### src/rtl/alu_issue_unit.sv
// alu_issue_unit: ALU request issue stage with a 2-entry in-order response queue.
// Requests are registered into an execute (X) stage that drives the ALU.
// The ALU result, tagged with the request tag, is written into the response queue.
module alu_issue_unit #(
  parameter int unsigned nbits = 32,
  parameter int unsigned tbits = 4
) (
  input  logic             clk,
  input  logic             rst_n,
  input  logic             req_val,
  output logic             req_rdy,
  input  logic             req_op,
  input  logic [nbits-1:0] req_in0,
  input  logic [nbits-1:0] req_in1,
  input  logic [tbits-1:0] req_tag,
  output logic             alu_op,
  output logic [nbits-1:0] alu_in0,
  output logic [nbits-1:0] alu_in1,
  input  logic [nbits-1:0] alu_out,
  output logic             resp_val,
  input  logic             resp_rdy,
  output logic [nbits-1:0] resp_data,
  output logic [tbits-1:0] resp_tag,
  output logic [1:0]       occ
);

  logic             x_val_q, x_val_d;
  logic             x_op_q, x_op_d;
  logic [nbits-1:0] x_in0_q, x_in0_d;
  logic [nbits-1:0] x_in1_q, x_in1_d;
  logic [tbits-1:0] x_tag_q, x_tag_d;

  logic [nbits-1:0] qdata_q [2];
  logic [tbits-1:0] qtag_q  [2];
  logic             wr_ptr_q, wr_ptr_d;
  logic             rd_ptr_q, rd_ptr_d;
  logic [1:0]       occ_q, occ_d;

  logic full, req_fire, enq, deq;

  // A full queue blocks enqueue even when the head is popped on the same edge.
  assign full     = (occ_q == 2'd2);
  assign req_rdy  = !x_val_q || !full;
  assign req_fire = req_val && req_rdy;
  assign enq      = x_val_q && !full;
  assign deq      = resp_val && resp_rdy;

  assign alu_op    = x_op_q;
  assign alu_in0   = x_in0_q;
  assign alu_in1   = x_in1_q;
  assign resp_val  = (occ_q != 2'd0);
  assign resp_data = qdata_q[rd_ptr_q];
  assign resp_tag  = qtag_q[rd_ptr_q];
  assign occ       = occ_q;

  // Next state of the X stage, pointers and occupancy.
  always_comb begin
    x_val_d  = x_val_q;
    x_op_d   = x_op_q;
    x_in0_d  = x_in0_q;
    x_in1_d  = x_in1_q;
    x_tag_d  = x_tag_q;
    wr_ptr_d = wr_ptr_q;
    rd_ptr_d = rd_ptr_q;
    occ_d    = occ_q;
    if (req_fire) begin
      x_val_d = 1'b1;
      x_op_d  = req_op;
      x_in0_d = req_in0;
      x_in1_d = req_in1;
      x_tag_d = req_tag;
    end else if (enq) begin
      x_val_d = 1'b0;
    end
    if (enq) wr_ptr_d = !wr_ptr_q;
    if (deq) rd_ptr_d = !rd_ptr_q;
    occ_d = occ_q + {1'b0, enq} - {1'b0, deq};
  end

  // State registers with synchronous active-low reset.
  always_ff @(posedge clk) begin
    if (!rst_n) begin
      x_val_q  <= 1'b0;
      x_op_q   <= 1'b0;
      x_in0_q  <= '0;
      x_in1_q  <= '0;
      x_tag_q  <= '0;
      wr_ptr_q <= 1'b0;
      rd_ptr_q <= 1'b0;
      occ_q    <= '0;
    end else begin
      x_val_q  <= x_val_d;
      x_op_q   <= x_op_d;
      x_in0_q  <= x_in0_d;
      x_in1_q  <= x_in1_d;
      x_tag_q  <= x_tag_d;
      wr_ptr_q <= wr_ptr_d;
      rd_ptr_q <= rd_ptr_d;
      occ_q    <= occ_d;
    end
  end

  // Response queue storage; the tail entry is written on enqueue.
  always_ff @(posedge clk) begin
    if (!rst_n) begin
      for (int unsigned i = 0; i < 2; i++) begin
        qdata_q[i] <= '0;
        qtag_q[i]  <= '0;
      end
    end else if (enq) begin
      qdata_q[wr_ptr_q] <= alu_out;
      qtag_q[wr_ptr_q]  <= x_tag_q;
    end
  end

endmodule

### config.mk
export PLATFORM = sky130hd
export DESIGN_NAME = alu_issue_unit
export DESIGN_NICKNAME = d
export VERILOG_FILES = /design/src/rtl/alu_issue_unit.sv
export SDC_FILE = /design/constraint.sdc
export NUM_CORES = 1
export LEC_CHECK = 0
export CAP_MARGIN = 5
export CORE_ASPECT_RATIO = 0.8
export CORE_MARGIN = 1.5
export CORE_UTILIZATION = 35
export CTS_CLUSTER_DIAMETER = 200
export DETAILED_ROUTE_END_ITERATION = 8
export PLACE_DENSITY = 0.69
export SETUP_SLACK_MARGIN = 0.5
export SLEW_MARGIN = 30
export SYNTH_ARGS = -nofsm -noshare
export SYNTH_HDL_FRONTEND = slang
export SYNTH_SLANG_ARGS = --single-unit
### constraint.sdc
create_clock -name clk -period 5.58 [get_ports clk]
set_input_delay 1.116 -clock clk [delete_from_list [all_inputs] [get_ports clk]]
set_output_delay 1.116 -clock clk [all_outputs]
set_load 0.01 [all_outputs]
==> impl_metrics.py, run 1 <==
metrics = {
    "status": {
        "status": "finished clean",
    },
    "timing": {
        "fin_hold_ws_ns": 0.474,
        "clock_skew_ns": 0.00949,
        "max_freq_mhz": 296,
        "rsz0062_at_grt": "false",
        "finalHoldViolCount": 0,
        "tightest_slew_ns": 0.910,
        "setup_viol": 0,
        "min_period_ns": 3.37,
        "fin_tns_setup_ns": 0,
        "post-route-period-util_pct": 60.5,
        "slew_headroom_pct": 39.4,
        "slew_violations": 0,
    },
    "synthesis": {
        "async_flop_share_pct": 0,
        "synth-xor-area-share_pct": 0.144,
        "ys_warn_count": 0,
        "ys.flop_type": "dfxtp_1",
        "yosysSeqAreaShare_pct": 60.2,
        "syn_area_um2": 6080,
        "avgSynthCellArea_um2": 11.3,
        "synth_top_cells_by_count": "dfxtp_1, and2_1, edfxtp_1, a21oi_1, nand3_1",
        "ys_types": 30,
        "yosys-mux-area-fraction_pct": 6.83,
        "synth_top_family_by_area": "simple AND/OR/NAND/NOR gates",
        "yosys.area_share.simple_pct": 14.6,
        "ys_ff_latch": 147,
        "synth.top_cell.area_share_pct": 35.5,
        "synth_edf_count": 72,
        "synthAdderAreaFrac_pct": 0.206,
        "synth_nets": 646,
        "synthCells": 540,
        "synth_compound_area_share_pct": 12.3,
        "yosys.area.top_type": "edfxtp_1",
        "yosysMostFrequentCell": "dfxtp_1",
        "synth.area.top_cells": "edfxtp_1, dfxtp_1, and2_1",
    },
    "critical_path": {
        "end_kind": "output pin",
        "critPathMaxFanout": 36,
        "max_stage_delay_ns": 0.90,
        "worstSetupPathType": "reg -> out",
        "slowest_stage": "dfxtp_2",
        "ff2ff_path_depth": 4,
        "crit_family": "flip-flops",
        "crit_chain": "mux2_2 -> clkdlybuf4s50_1",
        "required_ns": 4.46,
        "cp-start-kind": "register",
        "arrival_ns": 2.26,
        "crit_buf_inv": 1,
        "cp.depth": 2,
    },
    "cts": {
        "cts.repair.resized": 0,
        "cts_max_path_buffers": 2,
        "post_cts_buffers": 0,
        "clk_latency_ns": 0.42,
        "clockRootBuffer": "clkbuf_16",
        "cts_sinks": 147,
        "cts_hold_buf": 0,
        "clk_pin_slew_worst_paths_ns": 0.06,
        "cts_made_buffers": 17,
        "h-tree-depth": 4,
        "tritoncts": "yes",
    },
    "grt": {
        "grt_max_degree": 74,
        "track_usage_pct": 17.4,
        "grt_pass1_wl_um": 24400,
        "grt_pass1_vias": 4891,
        "overflow": 0,
        "antenna_found_initial": 0,
    },
    "pwr": {
        "p_total_mw": 2.87,
        "p_leak_nw": 3.20,
        "irDropWorstVdd_uv": 225,
        "p_per_area_nw_per_um2": 328,
    },
    "cells_and_area": {
        "multiInputGateArea_um2": 2080,
        "fin_area_um2": 8750,
        "syn_to_final_growth_pct": 43.8,
        "antenna_cells": 0,
        "drive_gt1_share_pct": 11.5,
        "nFillCells": 1434,
        "layout.cells.non_filler": 957,
        "final_nets": 830,
        "register_area_um2": 3660,
    },
    "worst_hold_path": {
        "hp-class": "reg -> reg",
        "hold_path_depth": 2,
    },
    "place": {
        "hpwl_um": 10100,
        "postPlaceCellArea_um2": 8170,
        "dp.cells": 925,
        "portBuffers": 209,
        "gp_congestion": 0.767,
    },
    "routing": {
        "vias_per_cell": 5.02,
        "drtIter0Drc": 336,
        "dr_wl_met2_um": 7330,
        "wl_um": 15600,
        "wl_met1_um": 6510,
        "vias": 4801,
        "wire_per_inst_um": 16.3,
        "antenna_left": 0,
        "first_pass_iters": 4,
        "drc": 0,
        "routed.top_layer": "met4",
        "met3WireLength_um": 1470,
    },
    "die": {
        "die_h_um": 121,
        "die_area_um2": 18200,
        "pin_count": 210,
        "rows": 42,
        "core_um2": 16800,
        "start_util_pct": 36.3,
        "die_w_um": 150,
    },
    "flow_run": {
        "drv_cap": 0,
    },
}
flip-flops by register name (all words and copies together) (netlist names), named ones only:
| register | count |
|---|---|
| alu_op | 1 |
| wr_ptr_q | 1 |
| x_tag_q | 4 |
| x_val_q | 1 |
| qdata_q | 64 |
| qtag_q | 8 |
| alu_in1 | 32 |
| rd_ptr_q | 1 |
| occ | 2 |
| alu_in0 | 32 |
power by group:
group | switching (mW) | total [mW] | internal, mW
logic | 0.198 | 0.488 | 0.290
clock network | 0.490 | 1.12 | 0.633
registers | 0.0538 | 1.26 | 1.21
total | 0.742 | 2.87 | 2.13
tightest hold or removal path: stages, from the launching register on:
cell	delay (ns)
dfxtp_1	0.30
o21ai_0	0.06
a21oi_1	0.06
metrics by stage:
step                      util, %  setup slack [ns]
after floorplan                 -              2.82
after global routing         52.2              2.11
after detailed placement     48.7              1.98
after global placement       48.7              2.09
final                        52.2              2.21
after CTS                    52.2              2.16
metal layers:
metal | GRT usage, % | up-vias
met5 | 0 | -
met4 | 6.99 | 0
met3 | 6.80 | 22
met2 | 28.5 | 188
met1 | 20.3 | 2290
li1 | - | 2301
worst paths after layout:
kind	start	to	slack, ns
hold / removal	alu_in1[31]	alu_in1[31]	0.47
setup reg to reg	occ[0]	qdata_q[1][25]	3.10
setup / recovery	register	resp_tag[3]	2.21
hold reg to reg	alu_in1[31]	alu_in1[31]	0.47
cell families (layout without fill, tap and decap cells):
| group | after synthesis | count (layout) |
|---|---|---|
| AOI/OAI and AO/OA | 145 | 145 |
| xor gates and xnor gates | 1 | 1 |
| adders and majority gates | 1 | 1 |
| buffers and inverters | 53 | 250 |
| DFF | 147 | 147 |
| muxes | 37 | 37 |
| and+or+nand+nor | 156 | 156 |
cell usage in the layout (no fill, tap or decap):
cell             netlist  layout
inv_4                  0       1
o21a_1                 1       1
buf_4                  3       6
o21ai_0               59      59
clkinv_4               1       2
mux2i_1                1       1
a32oi_1                1       1
and4b_2                0       1
nand2_1                2       2
o221a_2                1       1
nand3b_1               1       1
inv_8                  0       3
nand2b_2               0       1
clkbuf_16              0      17
xnor2_1                1       1
a21oi_1               71      71
ha_1                   1       1
o21ai_1               10      10
and3b_2                0       1
or2_2                  1       1
clkinvlp_4             0       3
and4_1                 1       1
edfxtp_1              72      72
nand3_1               70      70
a21bo_2                2       2
nor2_1                 3       3
nand2b_1               3       2
clkinv_1               0       1
mux2_2                36      36
bufinv_16              0       1
inv_6                  0       7
clkdlybuf4s50_1        0     208
buf_2                 11       1
dfxtp_1               75      74
dfxtp_2                0       1
and2_1                73      73
layout make-up:
| type | count | share of cell area [%] |
|---|---|---|
| Sequential cell | 147 | 41.9 |
| Timing Repair Buffer | 215 | 24.4 |
| Multi-Input combinational cell | 340 | 23.7 |
| Clock buffer | 17 | 4.86 |
| Tap cell | 220 | 3.15 |
| Clock inverter | 15 | 1.79 |
| Inverter | 3 | 0.215 |
(Power assumes the default switching activity.)
==> run 2: changes to the inputs <==
==> constraint.sdc (replaced) <==
create_clock -name clk -period 3.4 [get_ports clk]
set_input_delay 0.68 -clock clk [delete_from_list [all_inputs] [get_ports clk]]
set_output_delay 0.68 -clock clk [all_outputs]
set_load 0.01 [all_outputs]
==> impl_metrics.py, run 2 (same netlist as run 1, synthesis figures left out) <==
metrics = {
    "grt": {
        "grt_pass1_wl_um": 24200,
        "grt_pass1_vias": 4737,
        "grt.busiest_layer": "met2",
        "grt_max_degree": 72,
        "overflow": 0,
        "antenna_found_initial": 0,
        "track_usage_pct": 17.5,
        "use_met2_pct": 27.5,
        "use_met3_pct": 6.95,
        "use_met1_pct": 20.6,
    },
    "critical_path": {
        "ff2ff_path_depth": 4,
        "critPathMaxFanout": 71,
        "r2r_end": "qtag_q[1][1]",
        "slowest_stage": "clkdlybuf4s50_1",
        "arrival_ns": 2.03,
        "end_kind": "output pin",
        "worstSetupPathType": "reg -> out",
        "cp-start-kind": "register",
        "crit_chain": "and3b_2 -> clkinv_8 -> clkdlybuf4s50_1",
        "max_stage_delay_ns": 0.60,
        "timing.rr.start": "occ[0]",
        "required_ns": 2.72,
        "ff2ff_setup_slack_ns": 1.49,
    },
    "timing": {
        "rsz0062_at_grt": "false",
        "post-route-period-util_pct": 79.8,
        "clock_skew_ns": 0.0120,
        "fin_ws_ns": 0.688,
        "setup_viol": 0,
        "fin_hold_ws_ns": 0.473,
        "min_period_ns": 2.71,
        "max_freq_mhz": 369,
        "tightest_slew_ns": 0.691,
        "slew_violations": 0,
        "finalHoldViolCount": 0,
        "slew_headroom_pct": 54.0,
        "fin_tns_setup_ns": 0,
    },
    "worst_hold_path": {
        "min-delay-start": "alu_in0[15]",
        "hold_end": "alu_in0[15]",
        "hold_path_depth": 2,
        "hp-class": "reg -> reg",
    },
    "routing": {
        "wl_um": 15400,
        "wire_per_inst_um": 16.1,
        "antenna_left": 0,
        "drtIter0Drc": 283,
        "vias": 4770,
        "drc": 0,
        "first_pass_iters": 4,
        "vias_per_cell": 4.98,
    },
    "status": {
        "status": "finished clean",
    },
    "cts": {
        "cts_max_path_buffers": 2,
        "cts_made_buffers": 17,
        "h-tree-depth": 4,
        "cts_hold_buf": 0,
        "clk_pin_slew_worst_paths_ns": 0.06,
        "tritoncts": "yes",
        "cts_sinks": 147,
        "clockRootBuffer": "clkbuf_16",
        "clk_latency_ns": 0.42,
    },
    "pwr": {
        "irDropWorstVdd_uv": 334,
        "p_total_mw": 4.60,
        "p_leak_nw": 3.18,
        "p_per_area_nw_per_um2": 527,
    },
    "die": {
        "die_w_um": 150,
        "start_util_pct": 36.3,
        "core_um2": 16800,
        "die_area_um2": 18200,
        "pin_count": 210,
        "die_h_um": 121,
        "rows": 42,
    },
    "cells_and_area": {
        "multiInputGateArea_um2": 2080,
        "nFillCells": 1470,
        "top_register": "qdata_q",
        "fin_area_um2": 8740,
        "layout.cells.non_filler": 958,
        "final_nets": 831,
        "largest_register_ffs": 64,
        "drive_gt1_share_pct": 11.1,
        "register_area_um2": 3670,
        "final_util_pct": 52.1,
        "antenna_cells": 0,
        "layout_commonest_cell": "clkdlybuf4s50_1",
        "syn_to_final_growth_pct": 43.6,
        "mostFrequentLayoutCells": "clkdlybuf4s50_1, dfxtp_1, and2_1",
    },
    "place": {
        "portBuffers": 209,
        "gp_congestion": 0.760,
        "hpwl_um": 9930,
        "dp_slack_ns": 0.861,
        "dp.cells": 926,
        "postPlaceCellArea_um2": 8180,
    },
    "flow_run": {
        "drv_cap": 0,
    },
}
==> run 2: area by class of cell <==
class	instances	share of cell area [%]
flip-flops and latches	147	42.0
repair buffers	216	24.6
multi-input cells	340	23.8
clock buffers	19	4.95
well taps	220	3.15
clock inverters	13	1.27
inverters	3	0.272
==> run 2: where the power goes <==
part	leakage, nW	internal (mW)	total (mW)	switching (mW)
Sequential	1.37	1.98	2.07	0.0876
Clock	0.251	1.00	1.73	0.732
Combinational	1.56	0.478	0.801	0.322
Total	3.18	3.46	4.60	1.14
==> run 2: worst max-delay path by stage <==
stage | start | to | slack [ns]
6_report | occ[0] | req_rdy | 0.69
3_5_place_dp | rst_n | qdata_q[1][17] | 0.86
3_3_place_gp | rst_n | qdata_q[0][5] | 0.73
5_1_grt | occ[0] | req_rdy | 0.58
4_1_cts | occ[0] | req_rdy | 0.51
2_1_floorplan | occ[0] | qdata_q[1][0] | 1.08
==> run 2: worst max-delay path: cells and delay by family, from the launching register on <==
family	cells	cell delay (ns)
buffers and inverters	2	0.82
DFF	1	0.47
and+or+nand+nor	1	0.30
==> run 2: per-layer routing <==
metal	wire, um	vias to the layer above
met5	0	-
met3	1470	23
li1	-	2306
met4	308	0
met1	6590	2259
met2	7070	182
==> run 2: timing repair <==
action / 4_1_cts / 5_1_grt
buffers inserted: 0 / 0
gates cloned: 0 / 0
setup endpoints to repair: 36 / 1
pin swaps: 0 / 0
resized for setup: 1 / 2
==> run 3: changes to the inputs <==
--- a/config.mk
+++ b/config.mk
@@ -11,7 +11,7 @@
 export CORE_UTILIZATION = 35
 export CTS_CLUSTER_DIAMETER = 200
 export DETAILED_ROUTE_END_ITERATION = 8
-export PLACE_DENSITY = 0.69
+export PLACE_DENSITY = 0.72
 export SETUP_SLACK_MARGIN = 0.5
 export SLEW_MARGIN = 30
 export SYNTH_ARGS = -nofsm -noshare
==> constraint.sdc (replaced) <==
create_clock -name clk -period 2.29 [get_ports clk]
set_input_delay 0.458 -clock clk [delete_from_list [all_inputs] [get_ports clk]]
set_output_delay 0.458 -clock clk [all_outputs]
set_load 0.01 [all_outputs]
==> impl_metrics.py, run 3 (same netlist as run 1, synthesis figures left out) <==
metrics = {
    "cells_and_area": {
        "drive_gt1_share_pct": 19.1,
        "fin_area_um2": 9330,
        "layout_commonest_cell": "clkdlybuf4s50_1",
        "syn_to_final_growth_pct": 53.3,
        "top_register": "qdata_q",
        "antenna_cells": 0,
        "final_nets": 847,
        "largest_register_ffs": 64,
        "nFillCells": 1361,
        "mostFrequentLayoutCells": "clkdlybuf4s50_1, and2_1, edfxtp_1",
    },
    "critical_path": {
        "required_ns": 1.83,
        "arrival_ns": 1.50,
        "r2r_end": "alu_in0[28]",
        "cp-start-kind": "register",
        "timing.rr.start": "occ[0]",
        "ff2ff_setup_slack_ns": 0.70,
        "critPathMaxFanout": 5,
        "end_kind": "output pin",
        "ff2ff_path_depth": 5,
        "worstSetupPathType": "reg -> out",
    },
    "worst_hold_path": {
        "hold_path_depth": 2,
        "min-delay-start": "alu_in1[5]",
        "hp-class": "reg -> reg",
        "hold_end": "alu_in1[5]",
    },
    "routing": {
        "drtIter0Drc": 199,
        "vias": 4850,
        "wire_per_inst_um": 16.6,
        "drc": 0,
        "first_pass_iters": 4,
        "vias_per_cell": 4.98,
        "wl_um": 16200,
        "antenna_left": 0,
    },
    "timing": {
        "finalHoldViolCount": 0,
        "setup_viol": 0,
        "rsz0062_at_grt": "true",
        "max_freq_mhz": 510,
        "tightest_slew_ns": 0.510,
        "slew_headroom_pct": 66.0,
        "min_period_ns": 1.96,
        "fin_tns_setup_ns": 0,
        "fin_ws_ns": 0.329,
        "fin_hold_ws_ns": 0.472,
        "slew_violations": 0,
        "post-route-period-util_pct": 85.6,
        "clock_skew_ns": 0.00870,
    },
    "die": {
        "die_area_um2": 18200,
        "rows": 42,
        "start_util_pct": 36.3,
        "die_w_um": 150,
        "core_um2": 16800,
        "die_h_um": 121,
        "pin_count": 210,
    },
    "grt": {
        "grt_pass1_vias": 4776,
        "overflow": 0,
        "track_usage_pct": 17.8,
        "antenna_found_initial": 0,
        "grt_pass1_wl_um": 24900,
        "grt_max_degree": 74,
    },
    "place": {
        "gp_congestion": 0.765,
        "portBuffers": 209,
        "dp_slack_ns": 0.294,
        "postPlaceCellArea_um2": 8280,
        "hpwl_um": 10300,
    },
    "flow_run": {
        "drv_cap": 0,
    },
    "cts": {
        "clk_latency_ns": 0.42,
        "tritoncts": "yes",
        "clk_pin_slew_worst_paths_ns": 0.06,
        "cts_max_path_buffers": 2,
        "clockRootBuffer": "clkbuf_16",
        "cts_made_buffers": 17,
        "h-tree-depth": 4,
        "cts_hold_buf": 0,
        "cts_sinks": 147,
    },
    "pwr": {
        "total_switching_power_mw": 1.90,
        "clockPowerShare_pct": 38.3,
        "irDropWorstVdd_uv": 489,
        "swShare_pct": 25.6,
        "pwr-share-seq_pct": 40.9,
        "p_leak_nw": 4.15,
        "internal_power_mw": 5.53,
        "p_per_area_nw_per_um2": 796,
        "p_comb_share_pct": 20.8,
    },
    "status": {
        "status": "finished clean",
    },
}
## run 3: changes by cell type in the layout (fill, tap and decap cells not counted), sizes merged
cell	change
clkdlybuf4s50	-92
buf	+52
bufinv	+1
clkinv	-5
dlygate4sd2	+20
dlymetal6s2s	+34
inv	+9
clkinvlp	-3
## run 3: cell type report
class | instances | area, um2 | area share, %
sequential | 147 | 3680 | 39.4
timing repair buffer | 232 | 2530 | 27.1
multi-input combinational | 340 | 2220 | 23.8
clock buffer | 17 | 425 | 4.56
tap | 220 | 275 | 2.95
clock inverter | 15 | 181 | 1.95
inverter | 3 | 16.3 | 0.174
## run 3: repair_timing
| action | 4_1_cts | 5_1_grt |
|---|---|---|
| gates resized for setup | 238 | 61 |
| setup endpoints to repair | 61 | 76 |
| cloned | 3 | 1 |
| buffers inserted | 3 | 1 |
## run 3: how the worst max path moves through the flow
stage | start | cells past startpoint | endpoint
after global placement | rst_n | 4 | qdata_q[1][14]
after global routing | register | 4 | resp_data[30]
after CTS | register | 4 | resp_tag[3]
final | register | 4 | resp_data[30]
after detailed placement | rst_n | 4 | qdata_q[1][14]
after floorplan | occ[0] | 4 | qdata_q[1][0]
## run 3: metal layers
metal	up-vias	GRT usage, %	routed length, um
met5	-	0	0
met4	0	7.35	348
met3	31	6.32	1150
met2	164	27.9	7720
met1	2320	22.4	6970
li1	2335	-	-
## run 3: power groups by stage
stage / Combinational, mW / Sequential (mW) / Clock, mW
final: 1.54 / 3.03 / 2.85
after CTS: 1.47 / 3.03 / 2.91
after floorplan: 0.565 / 3.09 / 0
after global routing: 1.65 / 3.05 / 3.03
after global placement: 1.26 / 3.06 / 0
after detailed placement: 1.27 / 3.08 / 0
## run 3: stage by stage
stage	std cells	utilization, %	power, mW
6_report	974	55.6	7.42
4_1_cts	972	54.3	7.41
2_1_floorplan	540	-	3.66
3_5_place_dp	934	49.4	4.35
3_3_place_gp	934	49.4	4.32
5_1_grt	974	55.6	7.73
## run 3: critical path: stages (launching register included)
cell       delay (ns)
dfxtp_4          0.38
buf_6            0.13
clkbuf_16        0.15
mux2_4           0.30
buf_6            0.12
==> RTL change 1, RTL diff (config.mk and constraints of run 1) <==
Change the parameter `tbits` from 4 to 6.
--- a/src/rtl/alu_issue_unit.sv
+++ b/src/rtl/alu_issue_unit.sv
@@ -5,3 +5,3 @@
   parameter int unsigned nbits = 32,
-  parameter int unsigned tbits = 4
+  parameter int unsigned tbits = 6
 ) (
Ports: changed (resized req_tag and resp_tag); port bits go from 210 to 214. The function was not compared with the original's and may differ.
==> RTL change 1 against run 1 <==
The flow now finishes with violations (DRC). Wire length is 5.3% higher. Critical path depth unchanged. Setup slack worse by 0.059 ns. Sequential cell count increased by 6. Cell area rose by 2.5%. Fmax fell by 1.7%. First-iteration DRC count down 25%. Hold slack better by 0.0017 ns. Area after synthesis increased by 3.9%. Power is 1.7% lower. Die area rose by 3.8%. Synthesized cell count grew 3.5%. Critical path type unchanged. Largest power group unchanged.
==> RTL change 1: results (changes against run 1) <==
Outcome
  • Status: complete, but fails checks
  • Failing checks: DRC

Logic synthesis
  • Post-synthesis cell type count: 33 (+10%)
  • Yosys warns: 0 (unchanged)
  • Synth async-reset ratio: 0 (unchanged)
  • Compound-Gate Fraction of Synth Area: 0.1215 (-0.001483)
  • Commonest cells post-synth: 77 x and2_1, 77 x dfxtp_1, 76 x edfxtp_1, 73 x a21oi_1, 72 x nand3_1
  • Top cells by area, synth: edfxtp_1 36%, dfxtp_1 24%, and2_1 7.6%, mux2_2 6.8%, a21oi_1 5.8%
  • Post-synthesis mux area share: 0.06927 (+0.0009811)
  • Seq/Total Area, Yosys: 0.6048 (+0.002568)
  • Post-synth EDFFs: 76 (+5.6%)
  • Cell count after synthesis: 559 (+3.5%)
  • Post-synth net total: 667 (+3.3%)
  • XOR/XNOR share of the synthesized area: 0.001385 (-0.00005442)
  • Adder-Cell Fraction of Synth Area: 0.001979 (-0.00007774)

GRT
  • First-pass GRT wire length: 25.96 mm (+6.4%)
  • Number of global-route vias before repair: 5079 (+3.8%)
  • Initial antenna violation count: 0 (unchanged)
  • Pin count of the biggest net entering global routing: 76 (+2.7%)
  • GRT overflow: 0 (unchanged)
  • GRT Total Usage: 0.1781 (+0.004313)

STA
  • Worst-Margin Slew: 0.9556 ns (+0.04595 ns)
  • Tmin final: 3.432 ns (+0.05867 ns)
  • Clk_skew: 0.009137 ns (-0.0003552 ns)

Worst setup path
  • Worst Path Max Fanout: 38 (+5.6%)
  • Worst EP arrival: 2.32 ns (+0.06 ns)
  • CP max stage delay: 0.95 ns (+0.05 ns)
  • Reg2Reg Setup Slack: 3.42 ns (+0.32 ns)

Worst hold path
  • Hold path startpoint: alu_in1[26]
  • Worst min-delay path class: register to register

Pwr
  • Leakage power: 3.258 nW (+2.0%)
  • Peak VDD IR: 212.2 uV (-5.5%)

CTS
  • Root Buffer: clkbuf_16
  • Post-CTS resize count: 0 (unchanged)
  • TritonCTS buffer count: 17 (unchanged)
  • Post-CTS setup buffers: 0 (unchanged)

Layout
  • Nets: 852 (+2.7%)
  • Fraction of layout cells with a size suffix above 1: 0.1098 (-0.005544)
  • FILL cells: 1538 (+7.3%)

Placed design
  • Setup WS pre-CTS: 1.951 ns (-0.02804 ns)
  • DP Wirelength: 10.14 mm (+0.31%)
  • Post-Place Cells: 950 (+2.7%)
  • PortBufs: 213 (+1.9%)
  • GP Congestion: 0.8017 (+4.5%)
  • Post-DP Area: 0.008448 mm2 (+3.4%)

Route
  • DRT iter0 DRCs: 253 (-25%)
  • Drt drc: 13 (+13)
  • Via count: 4994 (+4.0%)
  • Post-DR vias/cell: 5.091 (+1.5%)
  • Drt total wl: 16.42 mm (+5.3%)
  • DRT Pass-1 Iters: 8 (+4)
## RTL change 1: cell count changes after synthesis, sizes merged
| cell | delta |
|---|---|
| a21oi | +2 |
| and2 | +4 |
| clkbuf | +1 |
| clkinv | -1 |
| dfxtp | +2 |
| edfxtp | +4 |
| inv | +1 |
| mux2 | +2 |
| nand3 | +2 |
| o21ai | +2 |
## RTL change 1: final cells by class
| type | instances | area [um2] | area share |
|---|---|---|---|
| sequential | 153 | 3825 | 0.4265 |
| clock inverter | 13 | 80.08 | 0.008930 |
| inverter | 3 | 21.27 | 0.002372 |
| multi-input combinational | 352 | 2173 | 0.2424 |
| clock buffer | 18 | 429.2 | 0.04786 |
| timing repair buffer | 217 | 2157 | 0.2405 |
| tap | 225 | 281.5 | 0.03139 |
## RTL change 1: metal layers
metal | routed length, um | track usage | up-vias | share of wire
met5 | 0 | 0 | - | 0
met4 | 304 | 0.06679 | 0 | 0.019
met3 | 1817 | 0.07921 | 21 | 0.11
met2 | 7504 | 0.2878 | 195 | 0.46
met1 | 6791 | 0.2105 | 2408 | 0.41
li1 | - | - | 2370 | -
## RTL change 1: per-stage QoR
step | hold slack (ns) | total power, mW | utilization
2_1_floorplan | 0.4625 | 1.564 | -
3_3_place_gp | 0.4606 | 1.836 | 0.4829
3_5_place_dp | 0.4688 | 1.848 | 0.4831
4_1_cts | 0.4773 | 2.856 | 0.5123
5_1_grt | 0.4983 | 2.946 | 0.5128
6_report | 0.4753 | 2.823 | 0.5128
## RTL change 1: report_power, final
group	switching [mW]	internal [mW]	total, mW
clock network	0.440	0.559	0.999
logic	0.206	0.301	0.507
registers	0.0589	1.26	1.32
## RTL change 1: final timing paths
check,to,cells past startpoint
max,resp_data[19],2
min,alu_in1[26],2
max reg2reg,qdata_q[1][31],4
min reg2reg,alu_in1[26],2
==> RTL change 2, RTL diff (flow settings as in run 1) <==
Without the edit above. Make the reset (`rst_n`) asynchronous in 2 clocked blocks. Comments in the files are not updated.
--- a/src/rtl/alu_issue_unit.sv
+++ b/src/rtl/alu_issue_unit.sv
@@ -80,3 +80,3 @@
   // State registers with synchronous active-low reset.
-  always_ff @(posedge clk) begin
+  always_ff @(posedge clk or negedge rst_n) begin
     if (!rst_n) begin
@@ -103,3 +103,3 @@
   // Response queue storage; the tail entry is written on enqueue.
-  always_ff @(posedge clk) begin
+  always_ff @(posedge clk or negedge rst_n) begin
     if (!rst_n) begin
Function: differs if rst_n is asserted again (counterexample within 4 cycles, from zero or initial values and one cycle with rst_n low); with rst_n held inactive, the same outputs for 4 cycles.
==> RTL change 2 against run 1 <==
Sequential share of layout area down 0.16 points. Cell area increased by 0.11%. Via count is 21% lower. Setup slack worse by 0.085 ns. Count of clock-buffer cells in the layout increased by 8. Critical path depth unchanged. Area after synthesis decreased by 2.4%. First-iteration DRC count fell by 77%. Sequential cell count shrank 1. Highest routed layer unchanged. Wire length down 11%. Core utilization rose by 0.72 points.
Power is not compared: it rests on default switching activity, and its combinational part moved more than twofold at a synthesized area within 25%.
==> RTL change 2: results (changes against run 1) <==
Worst setup path
  • Reg2Reg Setup Slack: 3.35 ns (+0.25 ns)
  • Critical path endpoint: resp_tag[2]
  • CP max stage delay: 0.99 ns (+0.09 ns)
  • Worst EP arrival: 2.34 ns (+0.08 ns)
  • Worst Path Max Fanout: 37 (+2.8%)

Route
  • DRT iter0 DRCs: 77 (-77%)
  • Wire length on met3: 1.427 mm (-2.9%)
  • Routed length on met2: 6.422 mm (-12%)
  • Post-DR vias/cell: 4.685 (-6.6%)
  • Wl on met1: 5.814 mm (-11%)
  • Drt total wl: 13.85 mm (-11%)

Layout
  • Non-Filler Instances: 807 (-16%)
  • Clock buffer count: 25 (+8)
  • ClkCell Share: 0.06329 (-0.003219)
  • Comb_multi_in: 198 (-42%)
  • Area occupied by multi-input gates: 0.002152 mm2 (+3.7%)
  • Design Area, Final: 0.008758 mm2 (+0.11%)
  • Non-clock buffer share: 0.2419 (-0.001850)
  • Sequential share of cell area: 0.4173 (-0.001621)
  • FILL cells: 1365 (-4.8%)
  • Inverters: 1 (-2)
  • Nonclk buf count: 212 (-1.4%)
  • Fraction of layout cells with a size suffix above 1: 0.3543 (+0.2390)
  • Nets: 682 (-18%)

Placed design
  • Setup WS pre-CTS: 2.531 ns (+0.5523 ns)
  • Post-DP Area: 0.008202 mm2 (+0.43%)
  • Post-Place Cells: 777 (-16%)
  • GP Congestion: 0.7359 (-4.1%)

Logic synthesis
  • Post-synthesis cell type count: 23 (-23%)
  • Top cells by area, synth: dfrtp_1 62%, mux2_2 33%, buf_6 1.3%, buf_2 0.76%, mux2_1 0.57%
  • Commonest cells post-synth: 174 x mux2_2, 146 x dfrtp_1, 9 x buf_2, 7 x buf_6, 3 x mux2_1
  • Dominant synthesized flop cell: dfrtp_1
  • Synth Area per Inst: 16.36 um2 (+45%)
  • Post-synth net total: 469 (-27%)
  • Seq/Total Area, Yosys: 0.6154 (+0.01316)

GRT
  • First-pass GRT wire length: 22.31 mm (-8.5%)
  • GRT Total Usage: 0.1658 (-0.007951)
  • Pin count of the biggest net entering global routing: 103 (+39%)
  • GR Layer Usage met1: 0.1935 (-0.009837)
  • Number of global-route vias before repair: 4272 (-13%)
  • GRT met3 Usage: 0.08289 (+0.01484)

STA
  • Clk_skew: 0.006411 ns (-0.003081 ns)
  • Tmin final: 3.458 ns (+0.08493 ns)
  • Final hold slack: 0.4850 ns (+0.01140 ns)
  • Max-slew headroom: 0.3685 (-0.02508)

Outcome
  • Status: finished, final reports clean

Worst hold path
  • Hold depth: 1 (-1)
  • Hold path endpoint: qdata_q[62]
  • Hold path startpoint: qdata_q[62]

CTS
  • Sink Count: 146 (-0.68%)
  • TritonCTS buffer count: 17 (unchanged)
  • Root Buffer: clkbuf_16
## RTL change 2: changes by cell type after synthesis, moves of 71 or more
cell and delta:
edfxtp_1 -72, a21oi_1 -71, dfxtp_1 -75, and2_1 -73, mux2_2 +138, dfrtp_1 +146
## RTL change 2: power by group through the flow
| stage | clock network, mW | registers, mW | logic, mW |
|---|---|---|---|
| 2_1_floorplan | 0 | 1.72 | 1.07 |
| 3_3_place_gp | 0 | 1.75 | 1.93 |
| 3_5_place_dp | 0 | 1.77 | 1.97 |
| 4_1_cts | 1.11 | 1.76 | 1.98 |
| 5_1_grt | 1.17 | 1.82 | 2.09 |
| 6_report | 1.08 | 1.76 | 1.95 |
## RTL change 2: logic make-up after synthesis
kind of cell    count (synthesis)  share of synthesized area
xor+xnor                        2                   0.002951
compound gates                  5                   0.006113
simple gates                   13                    0.01433
mux                           177                     0.3357
buf+inv                        19                    0.02339
flops                         146                     0.6154
fa+ha+maj                       1                   0.002107
